===== src/rtl/paillier_lite_cfg_master.sv =====
// AXI4-Lite master that programs mode/test_times into the Paillier accelerator, launches it and polls status until done.
// Optional poll timeout: define PAILLIER_CFG_TIMEOUT_EN to enable the TIMEOUT_CYCLES watchdog.
module paillier_lite_cfg_master #(
    parameter int                    ADDR_WIDTH     = 32,
    parameter logic [ADDR_WIDTH-1:0] BASE_ADDR      = '0,
    parameter int                    POLL_GAP       = 16,
    parameter int                    TIMEOUT_CYCLES = 1_000_000
) (
    input  logic                  S_LITE_AXI_ACLK,
    input  logic                  S_LITE_AXI_ARESETN,
    input  logic                  start,
    input  logic [1:0]            mode,
    input  logic [63:0]           test_times,
    output logic                  busy,
    output logic                  done,
    output logic                  error,
    output logic [31:0]           status,
    output logic [ADDR_WIDTH-1:0] M_AWADDR,
    output logic [2:0]            M_AWPROT,
    output logic                  M_AWVALID,
    input  logic                  M_AWREADY,
    output logic [31:0]           M_WDATA,
    output logic [3:0]            M_WSTRB,
    output logic                  M_WVALID,
    input  logic                  M_WREADY,
    input  logic [1:0]            M_BRESP,
    input  logic                  M_BVALID,
    output logic                  M_BREADY,
    output logic [ADDR_WIDTH-1:0] M_ARADDR,
    output logic [2:0]            M_ARPROT,
    output logic                  M_ARVALID,
    input  logic                  M_ARREADY,
    input  logic [31:0]           M_RDATA,
    input  logic [1:0]            M_RRESP,
    input  logic                  M_RVALID,
    output logic                  M_RREADY
);

    localparam logic [ADDR_WIDTH-1:0] OFF_MODE   = ADDR_WIDTH'(8'h00);
    localparam logic [ADDR_WIDTH-1:0] OFF_CTRL   = ADDR_WIDTH'(8'h04);
    localparam logic [ADDR_WIDTH-1:0] OFF_TT_LO  = ADDR_WIDTH'(8'h08);
    localparam logic [ADDR_WIDTH-1:0] OFF_TT_HI  = ADDR_WIDTH'(8'h0C);
    localparam logic [ADDR_WIDTH-1:0] OFF_STATUS = ADDR_WIDTH'(8'h10);
    localparam logic [31:0]           GAP_LIM    = 32'(POLL_GAP);

    typedef enum logic [2:0] {
        S_IDLE, S_WRITE, S_BRESP, S_GAP, S_READ, S_RDATA, S_DONE, S_ERR
    } state_t;

    state_t      state_q, state_d;
    logic [1:0]  idx_q, idx_d;
    logic        aw_ok_q, aw_ok_d;
    logic        w_ok_q, w_ok_d;
    logic [31:0] gap_q, gap_d;
    logic [31:0] status_q, status_d;
    logic [1:0]  mode_q, mode_d;
    logic [63:0] tt_q, tt_d;
    logic        timeout;

`ifdef PAILLIER_CFG_TIMEOUT_EN
    localparam logic [31:0] TO_LIM = 32'(TIMEOUT_CYCLES);
    logic [31:0] to_q, to_d;

    assign timeout = (to_q >= TO_LIM);
    assign to_d    = (state_q == S_GAP || state_q == S_READ || state_q == S_RDATA) ? to_q + 32'd1 : 32'd0;

    always_ff @(posedge S_LITE_AXI_ACLK or posedge S_LITE_AXI_ARESETN) begin
        if (S_LITE_AXI_ARESETN) to_q <= '0;
        else                    to_q <= to_d;
    end
`else
    assign timeout = 1'b0;
`endif

    always_ff @(posedge S_LITE_AXI_ACLK or posedge S_LITE_AXI_ARESETN) begin
        if (S_LITE_AXI_ARESETN) state_q <= S_IDLE;
        else                    state_q <= state_d;
    end

    always_ff @(posedge S_LITE_AXI_ACLK or posedge S_LITE_AXI_ARESETN) begin
        if (S_LITE_AXI_ARESETN) begin
            idx_q    <= '0;
            aw_ok_q  <= 1'b0;
            w_ok_q   <= 1'b0;
            gap_q    <= '0;
            status_q <= '0;
        end else begin
            idx_q    <= idx_d;
            aw_ok_q  <= aw_ok_d;
            w_ok_q   <= w_ok_d;
            gap_q    <= gap_d;
            status_q <= status_d;
        end
    end

    // Captured launch parameters are only observed while busy, so they need no reset.
    always_ff @(posedge S_LITE_AXI_ACLK) begin
        mode_q <= mode_d;
        tt_q   <= tt_d;
    end

    always_comb begin
        state_d  = state_q;
        idx_d    = idx_q;
        aw_ok_d  = 1'b0;
        w_ok_d   = 1'b0;
        gap_d    = (state_q == S_GAP) ? gap_q + 32'd1 : 32'd0;
        status_d = status_q;
        mode_d   = mode_q;
        tt_d     = tt_q;
        unique case (state_q)
            S_IDLE: begin
                if (start) begin
                    state_d = S_WRITE;
                    idx_d   = 2'd0;
                    mode_d  = mode;
                    tt_d    = test_times;
                end
            end
            S_WRITE: begin
                // AW and W retire independently; leave once both have handshaken.
                if ((aw_ok_q || M_AWREADY) && (w_ok_q || M_WREADY)) begin
                    state_d = S_BRESP;
                end else begin
                    aw_ok_d = aw_ok_q || M_AWREADY;
                    w_ok_d  = w_ok_q || M_WREADY;
                end
            end
            S_BRESP: begin
                if (M_BVALID) begin
                    if (M_BRESP != 2'b00) begin
                        state_d = S_ERR;
                    end else if (idx_q == 2'd3) begin
                        state_d = S_GAP;
                    end else begin
                        state_d = S_WRITE;
                        idx_d   = idx_q + 2'd1;
                    end
                end
            end
            S_GAP: begin
                if (timeout) begin
                    state_d  = S_ERR;
                    status_d = 32'hDEAD_0000;
                end else if (gap_q >= GAP_LIM) begin
                    state_d = S_READ;
                end
            end
            S_READ: begin
                if (M_ARREADY) state_d = S_RDATA;
            end
            S_RDATA: begin
                if (M_RVALID) begin
                    status_d = M_RDATA;
                    if (M_RRESP != 2'b00 || M_RDATA[1]) state_d = S_ERR;
                    else if (M_RDATA[0])                state_d = S_DONE;
                    else                                state_d = S_GAP;
                end
            end
            S_DONE:  state_d = S_IDLE;
            S_ERR:   state_d = S_IDLE;
            default: state_d = S_IDLE;
        endcase
    end

    always_comb begin
        M_AWVALID = 1'b0;
        M_WVALID  = 1'b0;
        M_AWADDR  = '0;
        M_WDATA   = '0;
        M_BREADY  = (state_q == S_BRESP);
        M_ARVALID = (state_q == S_READ);
        M_ARADDR  = (state_q == S_READ) ? BASE_ADDR + OFF_STATUS : '0;
        M_RREADY  = (state_q == S_RDATA);
        M_AWPROT  = 3'b000;
        M_ARPROT  = 3'b000;
        M_WSTRB   = 4'hF;
        busy      = !(state_q == S_IDLE || state_q == S_DONE || state_q == S_ERR);
        done      = (state_q == S_DONE);
        error     = (state_q == S_ERR);
        status    = status_q;
        if (state_q == S_WRITE) begin
            M_AWVALID = !aw_ok_q;
            M_WVALID  = !w_ok_q;
            unique case (idx_q)
                2'd0: begin M_AWADDR = BASE_ADDR + OFF_MODE;  M_WDATA = {30'd0, mode_q}; end
                2'd1: begin M_AWADDR = BASE_ADDR + OFF_TT_LO; M_WDATA = tt_q[31:0];      end
                2'd2: begin M_AWADDR = BASE_ADDR + OFF_TT_HI; M_WDATA = tt_q[63:32];     end
                default: begin M_AWADDR = BASE_ADDR + OFF_CTRL; M_WDATA = 32'd1;         end
            endcase
        end
    end

endmodule


===== config.mk =====
export PLATFORM = sky130hd
export DESIGN_NAME = paillier_lite_cfg_master
export DESIGN_NICKNAME = d
export VERILOG_FILES = /design/src/rtl/paillier_lite_cfg_master.sv
export SDC_FILE = /design/constraint.sdc
export NUM_CORES = 1
export LEC_CHECK = 0
export CORE_MARGIN = 3
export CORE_UTILIZATION = 30
export DETAILED_ROUTE_END_ITERATION = 8
export GPL_TIMING_DRIVEN = 0
export MAX_ROUTING_LAYER = met4
export PLACE_DENSITY = 0.65
export SETUP_SLACK_MARGIN = 0.4
export SLEW_MARGIN = 20
export SYNTH_ARGS = -nofsm -noshare
export SYNTH_HDL_FRONTEND = slang
export SYNTH_SLANG_ARGS = --single-unit

===== constraint.sdc =====
create_clock -name S_LITE_AXI_ACLK -period 10.3 [get_ports S_LITE_AXI_ACLK]
set_input_delay 1.03 -clock S_LITE_AXI_ACLK [delete_from_list [all_inputs] [get_ports S_LITE_AXI_ACLK]]
set_output_delay 1.03 -clock S_LITE_AXI_ACLK [all_outputs]
set_load 0.02 [all_outputs]

# After elaboration in Yosys (flattened, before gate mapping)
# Cells that the tools add are included.
# word_totals
word_cells,76
input_bits,110
output_inout_bits,146
reg_bits,137
# classes
mux,28
n_addsub,2
n_lt_le_gt_ge,1
eq_ne,18
n_reduce_logical,19
# op_table
cell,count
$mux 32,3
$pmux 32 s3,1
$add 32x1->32 const B,1
$ge 32x5->1 const B,1
$mux 3,9
$pmux 3 s7,1
$eq 3x3->1 const B,4
$ne 2x2->1 const B,6
$pmux 4 s3,1
$mux 2,5
$eq 3x2->1 const B,2
$mux 1,6
$reduce_and 6->1,1
$reduce_bool 2->1,3
$logic_or 1x1->1,5
$mux 5,1
$reduce_and 5->1,1
$eq 2x2->1 const B,2
$ne 2x1->1 const B,2
$pmux 2 s2,1
$reduce_and 2->1,2
$eq 3x1->1 const B,1
$logic_not 1->1,3
$logic_not 3->1,1
5 further kinds,5

# Depth between registers and ports, before layout
# Gate-level depths: netlist of the first run.
# logic_depth
word_depth,5
depth_mapped,7
depth_no_buf,6

# Least setup slack after synthesis of the first run
# OpenSTA, ideal clock, no wires.
# synth_timing
path_type,in2reg
startpoint,in start
endpoint,"reg mode_q[0], enable pin"
n_path_buf,0
arrival_time_ns,7.719
required_time_ns,9.624
setup_time_ns,0.676
path_slack_ns,1.905
path_stages,1
cell_sequence,nor4b_1
# synth_via
elab_chain_cells,1
# synth_lines
element,line_no,source
from (decl),11,"input logic start,"
$reduce_and 2->1 (no source line),n/a,
to (signal assigned),98,mode_q <= mode_d;
to (decl),56,"logic [1:0] mode_q, mode_d;"
# No other way between the ends.
# A chain may end at the register's enable or synchronous reset.

# Worst setup path after layout of the first run
# layout_timing
startpoint,reg state_q[1]
endpoint,out M_WDATA[24]
# layout_via
elab_chain_cells,2
# layout_lines
element,line_no,source
from (decl),50,"state_t state_q, state_d;"
from (signal assigned),77,else state_q <= state_d;
$eq 3x1->1,182,if (state_q == S_WRITE) begin
$mux 32,182,
to (decl),22,"output logic [31:0] M_WDATA,"
# No other way between the ends.

==> results of run 1 <==
==> cell families after synthesis <==
| group | Yosys count |
|---|---|
| and+or+nand+nor | 152 |
| DFF | 137 |
| buffers and inverters | 106 |
| AOI/OAI and AO/OA | 54 |
| muxes | 35 |
| xor gates and xnor gates | 27 |
| adders and majority gates | 6 |
| other | 2 |
==> power by group <==
part	leakage, uW	switching (uW)	internal (uW)	total [uW]
sequential	0.00152	46.5	696	743
clock	0.000283	248	362	610
combinational	0.00208	450	372	822
total	0.00388	744	1430	2170
==> cell usage after synthesis (all sizes together), types with 3 or more instances <==
master	count	share of area, %
a21oi	7	0.56
a22oi	31	3.7
and2	5	0.50
and3	5	0.50
and4	3	0.44
buf	77	9.0
clkbuf	18	1.1
dfrtp	71	28
edfxtp	66	31
ha	6	1.2
inv	11	0.66
mux2	33	5.9
nand2	15	0.89
nand3	11	0.87
nand4	13	1.5
nor2	73	4.4
nor3	9	0.72
nor4	10	1.6
o21ai	6	0.48
or3	3	0.30
xnor2	7	0.97
xor2	20	2.8
==> metal layers <==
metal	global-route usage (%)	vias up	part of all wire, %
met5	-	-	0
met4	4.080	0	1.3
met3	4.698	10	9.0
met2	20.81	200	47
met1	17.15	2178	43
li1	-	2271	-
==> worst max path at each step <==
stage                           from          end  slack, ns  cells after the start
after floorplan                start    mode_q[0]       1.90                      1
after global placement         start     tt_q[58]      -1.56                      2
after detailed placement  state_q[1]  M_WDATA[24]       6.74                      8
after CTS                 state_q[1]  M_WDATA[24]       6.28                      8
after global routing      state_q[1]  M_WDATA[24]       6.09                      8
final                     state_q[1]  M_WDATA[24]       6.37                      8
==> layout make-up <==
type,instances,area (sq um)
clock inverters,15,168.9
flip-flops and latches,137,3759
plain buffers,95,631.9
clock buffers,17,425.4
fillers,1889,11000
repair buffers,196,1932
multi-input cells,345,2131
inverters,11,43.79
well taps,270,337.8
==> metrics by stage <==
stage	area [sq um]	utilization [%]	setup WS [ns]	std cells
2_1_floorplan	6556	-	1.905	588
3_3_place_gp	8736	42.76	-1.555	1042
3_5_place_dp	8835	43.24	6.736	1054
4_1_cts	9429	46.15	6.278	1086
5_1_grt	9429	46.15	6.094	1086
6_report	9429	46.15	6.370	1086
==> state kept, by name, summed over array words and instances (netlist names) <==
signal,cells
mode_q,2
state_q,3
w_ok_q,1
status,32
idx_q,2
aw_ok_q,1
tt_q,64
gap_q,32
==> critical path: cells and delay by family, from the launching register on <==
| family | cells | cell delay [ns] |
|---|---|---|
| flip-flops | 1 | 0.35 |
| buffers and inverters | 4 | 1.21 |
| AND/OR/NAND/NOR | 4 | 0.92 |
==> summary.md, run 1 <==
| Metric | Value |
|---|---|
| Status | finished clean |
| Cell Chain, Critical Path | buf_2 -> nor2_2 -> nand2_1 -> or2_1 -> clkbuf_1 -> clkbuf_1 -> nor2_1 -> clkdlybuf4s50_1 |
| Placer Congestion | about 0.73 |
| Hold Startpoint | status[0] |
| CP dominant cell by count | clkbuf_1 |
| Slowest stage delay, CP | 0.65 ns |
| Layout overhead on the synthesized area | 49.73% |
| Synth unique cells | 43 |
| Register area share after synthesis | 59.69% |
| Layout cell share with drive strength beyond 1 | between 15 and 20% |
| Total GRT Usage | 13.60% |
| Synth Area in XOR/XNOR | 3.755% |
| Max_slew headroom | ~56% |
| Mean area per synthesized cell | between 10 and 15 sq um |
| IO Pins | between 200 and 300 |
| Initial Utilization | 30.82% |
| Min cycle time layout | approximately 4 ns |
| Clock skew | between 0.008 and 0.009 ns |
| Synth Area in Compound Gates | ~6.1% |
| IO Port Bufs | 184 |
| Most common cell after layout, fill and taps aside | clkdlybuf4s50_1 |
| TritonCTS buffer count | 17 |
| Largest family of logic cells by synthesized area | simple AND/OR/NAND/NOR gates |
| Min-delay worst type | reg -> reg |
| Worst-path fanout max | 10 |
| CTS root buffer | clkbuf_16 |
| Hold_buf cts | 0 |
| Setup TNS | 0 ns |
| Vias/cell | around 4.3 |
| RSZ-0062 raised after global routing | false |
| CTS clock-pin slew for the worst setup and hold paths | approximately 0.060 ns |
| Mux contribution to synthesized area | 6.219% |
| Post-synthesis simple-gate area fraction | 12.26% |
| CP Class | reg -> out |
| Vias in the first global route | ~4500 |
| Row Count | 52 |
| Clk buf depth | 2 |
| Antenna diodes | 0 |
| DR WL/cell | around 14 um |
| Max-cap violation count | 0 |
| Peak VDD IR | ~0.00015 V |
| Most frequent cells in the layout | clkdlybuf4s50_1, buf_4, nor2_1 |
| Syn Std Cell Area | 6297 sq um |
| Adder-cell share of the synthesized area | 1.192% |
| Antenna Nets Post-Route | 0 |
| Resize count post-CTS | 0 |
| Clock Latency Late Sink | 0.42 ns |
| Synth Instances | approximately 520 |
| Final WL | 15540 um |
| DRC | 0 |
| Die ar. | ~23000 sq um |
| Fraction of registers with async set/reset | 51.82% |
| Die Width | between 150 and 200 um |
| Vias | 4659 |
| Clock sink count | ~140 |
| Slew Limit Fails | 0 |
| CP max-delay cell | clkdlybuf4s50_1 |
| H-tree levels | 4 |
| Register bit total from synthesis | between 100 and 150 |
| Max Fclk | 0.2544 GHz |
| Final nets | between 900 and 1000 |
| Post-synth EDFFs | 66 |
| Worst-Margin Slew | between 0.6 and 0.7 ns |
| Largest net degree at the start of global routing | 49 |
| Reg2reg setup slack | 7.48 ns |
| Post-CTS Setup Inserts | 0 |
| Startpoint Class | flip-flop |
| Period utilisation layout | 38.16% |
| R2r startpoint | state_q[1] |
| Power Density | 230.6 nW/um^2 |
| Power consumption | 2174 uW |
| Reg-to-reg endpoint | tt_q[22] |
| Area of the core | 20430 sq um |
| Kind of end point of the critical path | primary output |
| Number of iterations in the first detailed-routing pass | 5 |
| Final setup viols | 0 |
| R2R cell count | 10 |
| LEAKAGE | 0.003882 uW |
| GRT Residual Overflow | 0 |
| CTS tree | built |
| First-pass GRT wire length | 23200 um |
| Hold Path Depth | 2 |
| Drt initial violations | between 200 and 300 |
| Final hold viol count | 0 |
| Worst Path Required | 9.27 ns |
| Height of the die | 150.9 um |
| Hold_ws | 0.4783 ns |
| Ys Warns | 0 |
| Worst EP arrival | 2.90 ns |
| Top_reg_cell synth | dfrtp_1 |
| Endpoint of the worst hold path | status[0] |
| HPWL Detailed | 11630 um |
| Initial antenna violation count | 0 |
No activity file was read; power rests on OpenSTA's default activity.
==> run 2: changes to the inputs <==
--- a/config.mk
+++ b/config.mk
@@ -10,7 +10,7 @@
 export DETAILED_ROUTE_END_ITERATION = 8
 export GPL_TIMING_DRIVEN = 0
 export MAX_ROUTING_LAYER = met4
-export PLACE_DENSITY = 0.65
+export PLACE_DENSITY = 0.67
 export SETUP_SLACK_MARGIN = 0.4
 export SLEW_MARGIN = 20
 export SYNTH_ARGS = -nofsm -noshare
==> constraint.sdc (replaced) <==
create_clock -name S_LITE_AXI_ACLK -period 3.3 [get_ports S_LITE_AXI_ACLK]
set_input_delay 0.33 -clock S_LITE_AXI_ACLK [delete_from_list [all_inputs] [get_ports S_LITE_AXI_ACLK]]
set_output_delay 0.33 -clock S_LITE_AXI_ACLK [all_outputs]
set_load 0.02 [all_outputs]
==> run 2 against run 1 <==
Global-route usage is 0.60 points higher. Sequential power grew to 3.1 times the previous value. Final cell count decreased by 0.37%. Flip-flop and latch count did not move. Sequential share of layout area hardly changed. Count of clock-buffer cells in the layout stayed put. Worst setup slack worse by 5.7 ns. Die area did not move. Critical path type unchanged. Largest power group unchanged.
==> summary.md, run 2 (synthesis results as in run 1) <==
| Metric | Value |
|---|---|
| Vias in the first global route | 4696 (+3.6%) |
| HPWL Detailed | 11900 um (+2.3%) |
| Drt initial violations | 191 (-28%) |
| Row Count | 52 (unchanged) |
| Final hold viol count | 0 (unchanged) |
| CP max-delay cell | clkdlybuf4s50_1 |
| Die Width | 150.9 um (unchanged) |
| Multi-input gate area | 2142 sq um (+0.53%) |
| CTS root buffer | clkbuf_16 |
| Max-cap violation count | 0 (unchanged) |
| Status | finished clean |
| Most common cell after layout, fill and taps aside | clkdlybuf4s50_1 |
| Clock sink count | 137 (unchanged) |
| Clock skew | 0.008229 ns (-0.0003366 ns) |
| Worst EP arrival | 2.34 ns (-0.56 ns) |
| Slowest stage delay, CP | 0.65 ns (about the same) |
| Total GRT Usage | 14.21% (+0.60 points) |
| Placer Congestion | 0.7838 (+6.9%) |
| Final setup viols | 0 (unchanged) |
| Buf+Inv Stages, Crit Path | 4 (unchanged) |
| Final nets | 913 (-0.65%) |
| CP dominant cell by count | nor2_1 |
| First-pass GRT wire length | 24050 um (+3.7%) |
| Slew Limit Fails | 0 (unchanged) |
| Initial antenna violation count | 1 (+1) |
| Number of flip-flops in the largest register | 64 (unchanged) |
| CTS clock-pin slew for the worst setup and hold paths | 0.06 ns (about the same) |
| Min cycle time layout | 2.675 ns |
| Worst Path Required | 2.97 ns (-6.30 ns) |
| DR WL/cell | 14.61 um (+2.0%) |
| Height of the die | 150.9 um (unchanged) |
| Most frequent cells in the layout | clkdlybuf4s50_1, buf_4, nor2_1 |
| TritonCTS buffer count | 17 (unchanged) |
| Number of iterations in the first detailed-routing pass | 4 (-1) |
| Peak VDD IR | 0.0004108 V (+180%) |
| Startpoint Class | flip-flop |
| Worst-path fanout max | 10 (unchanged) |
| Layout overhead on the synthesized area | 49.83% (about the same) |
| Pre-CTS setup slack | 0.6065 ns (-6.130 ns) |
| Max Fclk | 0.3739 GHz |
| RSZ-0062 raised after global routing | false |
| Post-CTS Setup Inserts | 0 (unchanged) |
| Power Density | 724.0 nW/um^2 (+210%) |
| LEAKAGE | 0.004051 uW (+4.3%) |
| Min-delay worst type | in -> async |
| CTS tree | built |
| Worst-Margin Slew | 0.6480 ns (-0.003621 ns) |
| Clock Latency Late Sink | 0.42 ns (about the same) |
| Power consumption | 6831 uW (+210%) |
| IO Pins | 256 (unchanged) |
| Final worst setup slack | 0.6255 ns (-5.744 ns) |
| CP Class | reg -> out |
| Die ar. | 22760 sq um (unchanged) |
| DRC | 0 (unchanged) |
| CP top delay family | buffers and inverters |
| Vias/cell | 4.296 (+0.13%) |
| Cell Chain, Critical Path | inv_1 -> ha_1 -> clkbuf_2 -> clkbuf_4 -> nor2_1 -> nor2_1 -> clkdlybuf4s50_1 |
| Number of fill cells | 1907 (+0.95%) |
| Initial Utilization | 30.82% (unchanged) |
| Most flops, register | tt_q |
| Period utilisation layout | 81.05% |
| H-tree levels | 4 (unchanged) |
| Vias | 4648 (-0.24%) |
| Largest net degree at the start of global routing | 49 (unchanged) |
| Final WL | 15800 um (+1.7%) |
| Clk buf depth | 2 (unchanged) |
| Max_slew headroom | 56.48% (+0.24 points) |
| Layout cell share with drive strength beyond 1 | 20.62% (+0.76 points) |
| Register Area | 3759 sq um (unchanged) |
| GRT Residual Overflow | 0 (unchanged) |
| Area of the core | 20430 sq um (unchanged) |
| Kind of end point of the critical path | primary output |
| IO Port Bufs | 184 (unchanged) |
| Antenna Nets Post-Route | 0 (unchanged) |
run 2: area by class of cell:
| class | count | area share [%] |
|---|---|---|
| Clock buffer | 17 | 4.509 |
| Sequential cell | 137 | 39.84 |
| Tap cell | 270 | 3.580 |
| Timing Repair Buffer | 190 | 19.94 |
| Inverter | 11 | 0.4641 |
| Multi-Input combinational cell | 345 | 22.70 |
| Buffer | 95 | 7.015 |
| Clock inverter | 15 | 1.896 |
| Antenna cell | 2 | 0.05304 |
run 2: through the flow:
stage / TNS (ns) / cell area (sq um) / hold WS, ns / std cells / util, %
global placement: -78.36 / 8768 / 0.4606 / 1042 / 42.92
CTS: 0 / 9424 / 0.2233 / 1080 / 46.13
global route: 0 / 9433 / 0.2307 / 1081 / 46.17
detailed placement: 0 / 8843 / 0.4839 / 1048 / 43.29
floorplan: 0 / 6589 / 0.4027 / 588 / -
finish: 0 / 9435 / 0.2282 / 1082 / 46.18
run 2: timing repair:
item                       in CTS  in global routing
setup endpoints to repair      31                  4
resized for setup              37                  6
hold endpoints to repair        0                  0
hold buffers                    0                  0
run 2: worst paths after layout:
path	to	slack, ns	startpoint	cells after the start
worst max register to register	tt_q[21]	1.07	state_q[1]	6
worst max-delay path	M_AWADDR[2]	0.63	idx_q[0]	7
max in group asynchronous	status[0]	2.52	S_LITE_AXI_ARESETN	3
worst min register to register	status[0]	0.49	status[0]	2
min in group S_LITE_AXI_ACLK	tt_q[20]	0.46	test_times[20]	1
worst min-delay path	status[15]	0.23	S_LITE_AXI_ARESETN	2
run 2: report_power, final:
part,internal (uW),switching [uW]
clock network,1140,813
logic,1150,1400
registers,2170,150
total,4470,2360
run 2: per-layer routing:
layer | track usage (%) | part of all wire (%) | wire length [um]
met3 | 4.877 | 9.1 | 1441
met1 | 17.29 | 42 | 6592
met2 | 21.77 | 47 | 7385
met4 | 5.666 | 2.4 | 383
met5 | - | 0 | 0
==> run 3: changes to the inputs <==
==> constraint.sdc (replaced) <==
create_clock -name S_LITE_AXI_ACLK -period 2.3 [get_ports S_LITE_AXI_ACLK]
set_input_delay 0.23 -clock S_LITE_AXI_ACLK [delete_from_list [all_inputs] [get_ports S_LITE_AXI_ACLK]]
set_output_delay 0.23 -clock S_LITE_AXI_ACLK [all_outputs]
set_load 0.02 [all_outputs]
==> run 3 against run 2 <==
Count of clock-buffer cells in the layout is 1 higher. Global-route usage is 0.70 points higher. Combinational power is 100% higher. Sequential share of layout area is 3.6 points lower. Clock skew is 0.00071 ns higher. Critical endpoint is now M_WDATA[1]. Critical path type unchanged. First-iteration DRC count is 3.7% lower. Final area is 9.9% higher. Via count is 3.3% higher.
==> summary.md, run 3 (synthesis results as in run 1) <==
| Metric | Value |
|---|---|
| Most common cell after layout, fill and taps aside | clkdlybuf4s50_1 |
| Final WL | 17070 um (+8.0%) |
| Max-cap violation count | 0 (unchanged) |
| LEAKAGE | 0.004252 uW (+5.0%) |
| Reg2reg setup slack | 0.31 ns (-0.76 ns) |
| CP Class | reg -> out |
| Setup TNS | 0 ns (unchanged) |
| CTS clock-pin slew for the worst setup and hold paths | 0.07 ns (about the same) |
| IO Pins | 256 (unchanged) |
| Power Density | 1063 nW/um^2 (+47%) |
| Pre-CTS setup slack | -0.4458 ns (-1.052 ns) |
| Number of iterations in the first detailed-routing pass | 4 (unchanged) |
| Min cycle time layout | 2.148 ns |
| CP top delay family | buffers and inverters |
| First-pass GRT wire length | 25470 um (+5.9%) |
| Total GRT Usage | 14.90% (+0.70 points) |
| Drt initial violations | 184 (-3.7%) |
| Number of fill cells | 1748 (-8.3%) |
| IO Port Bufs | 184 (unchanged) |
| Antenna diodes | 0 (-2) |
| Min-delay worst type | in -> async |
| Most frequent cells in the layout | clkdlybuf4s50_1, buf_4, conb_1, dfrtp_1, edfxtp_1 |
| Final worst setup slack | 0.1522 ns (-0.4733 ns) |
| Buf+Inv Stages, Crit Path | 4 (unchanged) |
| Die ar. | 22760 sq um (unchanged) |
| Worst EP arrival | 1.92 ns (-0.42 ns) |
| Hold_ws | 0.09243 ns (-0.1358 ns) |
| H-tree levels | 4 (unchanged) |
| Vias | 4801 (+3.3%) |
| Height of the die | 150.9 um (unchanged) |
| Power consumption | 11020 uW (+61%) |
| Largest net degree at the start of global routing | 33 (-33%) |
| Worst Path Required | 2.07 ns (-0.90 ns) |
| Die Width | 150.9 um (unchanged) |
| CTS tree | built |
| GRT Residual Overflow | 0 (unchanged) |
| Row Count | 52 (unchanged) |
| Peak VDD IR | 0.0005761 V (+40%) |
| Hold_buf cts | 0 (unchanged) |
| Clock skew | 0.008934 ns (+0.0007056 ns) |
| CP max-delay cell | dfrtp_1 |
| Slew Limit Fails | 0 (unchanged) |
| Period utilisation layout | a little over 90% |
| RSZ-0062 raised after global routing | true |
| Cell Chain, Critical Path | buf_6 -> nor2_4 -> nand2_4 -> or2_4 -> buf_12 -> clkbuf_16 -> nor2_4 -> buf_6 |
| Layout cell share with drive strength beyond 1 | 36.95% (+16 points) |
| Antenna Nets Post-Route | 0 (unchanged) |
| Worst-path fanout max | 7 (-3) |
| Initial Utilization | 30.82% (unchanged) |
| Startpoint Class | flip-flop |
| Number of flip-flops in the largest register | 64 (unchanged) |
| Final hold viol count | 0 (unchanged) |
| Clock sink count | 137 (unchanged) |
| Layout overhead on the synthesized area | 64.65% |
| DRC | 0 (unchanged) |
| Initial antenna violation count | 0 (-1) |
| Final setup viols | 0 (unchanged) |
| Vias in the first global route | 4742 (+0.98%) |
| Area of the core | 20430 sq um (unchanged) |
| Clk buf depth | 2 (unchanged) |
| Vias/cell | 4.329 (+0.78%) |
| Max Fclk | around 0.47 GHz |
| Kind of end point of the critical path | primary output |
| Most flops, register | tt_q |
| DR WL/cell | 15.39 um (+5.4%) |
| Layout Utilization | 50.75% (+4.6 points) |
| TritonCTS buffer count | 17 (unchanged) |
| Placer Congestion | 0.7434 (-5.2%) |
| Final nets | 942 (+3.2%) |
| CTS root buffer | clkbuf_16 |
| Clock Latency Late Sink | 0.42 ns (about the same) |
| Slowest stage delay, CP | 0.37 ns (-0.28 ns) |
| HPWL Detailed | 11960 um (+0.45%) |
| Status | finished clean |
## run 3: changes by cell type in the layout (fill, tap and decap cells not counted), sizes merged
| cell | previous run | this run |
|---|---|---|
| clkdlybuf4s15 | 1 | 2 |
| clkbuf | 35 | 39 |
| buf | 83 | 149 |
| bufinv | 2 | 0 |
| clkinvlp | 2 | 7 |
| dlygate4sd2 | 28 | 1 |
| diode | 2 | 0 |
| dlymetal6s2s | 1 | 0 |
| clkdlybuf4s50 | 154 | 141 |
| inv | 20 | 15 |
| clkinv | 2 | 3 |
## run 3: metrics by stage
step           instances  instance area, sq um
2_1_floorplan        588                  6593
3_3_place_gp        1042                  8772
3_5_place_dp        1049                  8861
4_1_cts             1097                 10110
5_1_grt             1109                 10370
6_report            1109                 10370
## run 3: layout make-up
cell class / count / area (sq um) / area share (%)
sequential: 137 / 3759 / 36.25
multi-input combinational: 345 / 2571 / 24.80
timing repair buffer: 219 / 2317 / 22.35
buffer: 95 / 789.5 / 7.614
clock buffer: 18 / 429.2 / 4.139
tap: 270 / 337.8 / 3.258
clock inverter: 14 / 117.6 / 1.134
inverter: 11 / 47.55 / 0.4585
## run 3: where the power goes
part | internal, uW | switching (uW)
clock network | 1400 | 1140
registers | 3120 | 241
logic | 2480 | 2630
total | 7010 | 4010
## run 3: per-layer routing
layer	global-route usage [%]	wire length [um]
met1	18.44	7013
met2	23.15	8165
met3	4.758	1555
met4	5.168	333
met5	-	0
## run 3: worst paths after layout
path / startpoint / endpoint / cells past startpoint
worst max register to register: state_q[1] / state_q[1] / 8
min in group S_LITE_AXI_ACLK: test_times[24] / tt_q[24] / 1
worst max-delay path: state_q[1] / M_WDATA[1] / 8
max in group asynchronous: S_LITE_AXI_ARESETN / status[1] / 4
worst min-delay path: S_LITE_AXI_ARESETN / status[15] / 2
worst min register to register: status[23] / status[23] / 1
## run 3: repair_timing
action / 4_1_cts / 5_1_grt
gates resized for setup: 360 / 46
setup buffers: 13 / 10
cloned: 3 / 2
pin swaps: 14 / 31
setup endpoints to repair: 134 / 113
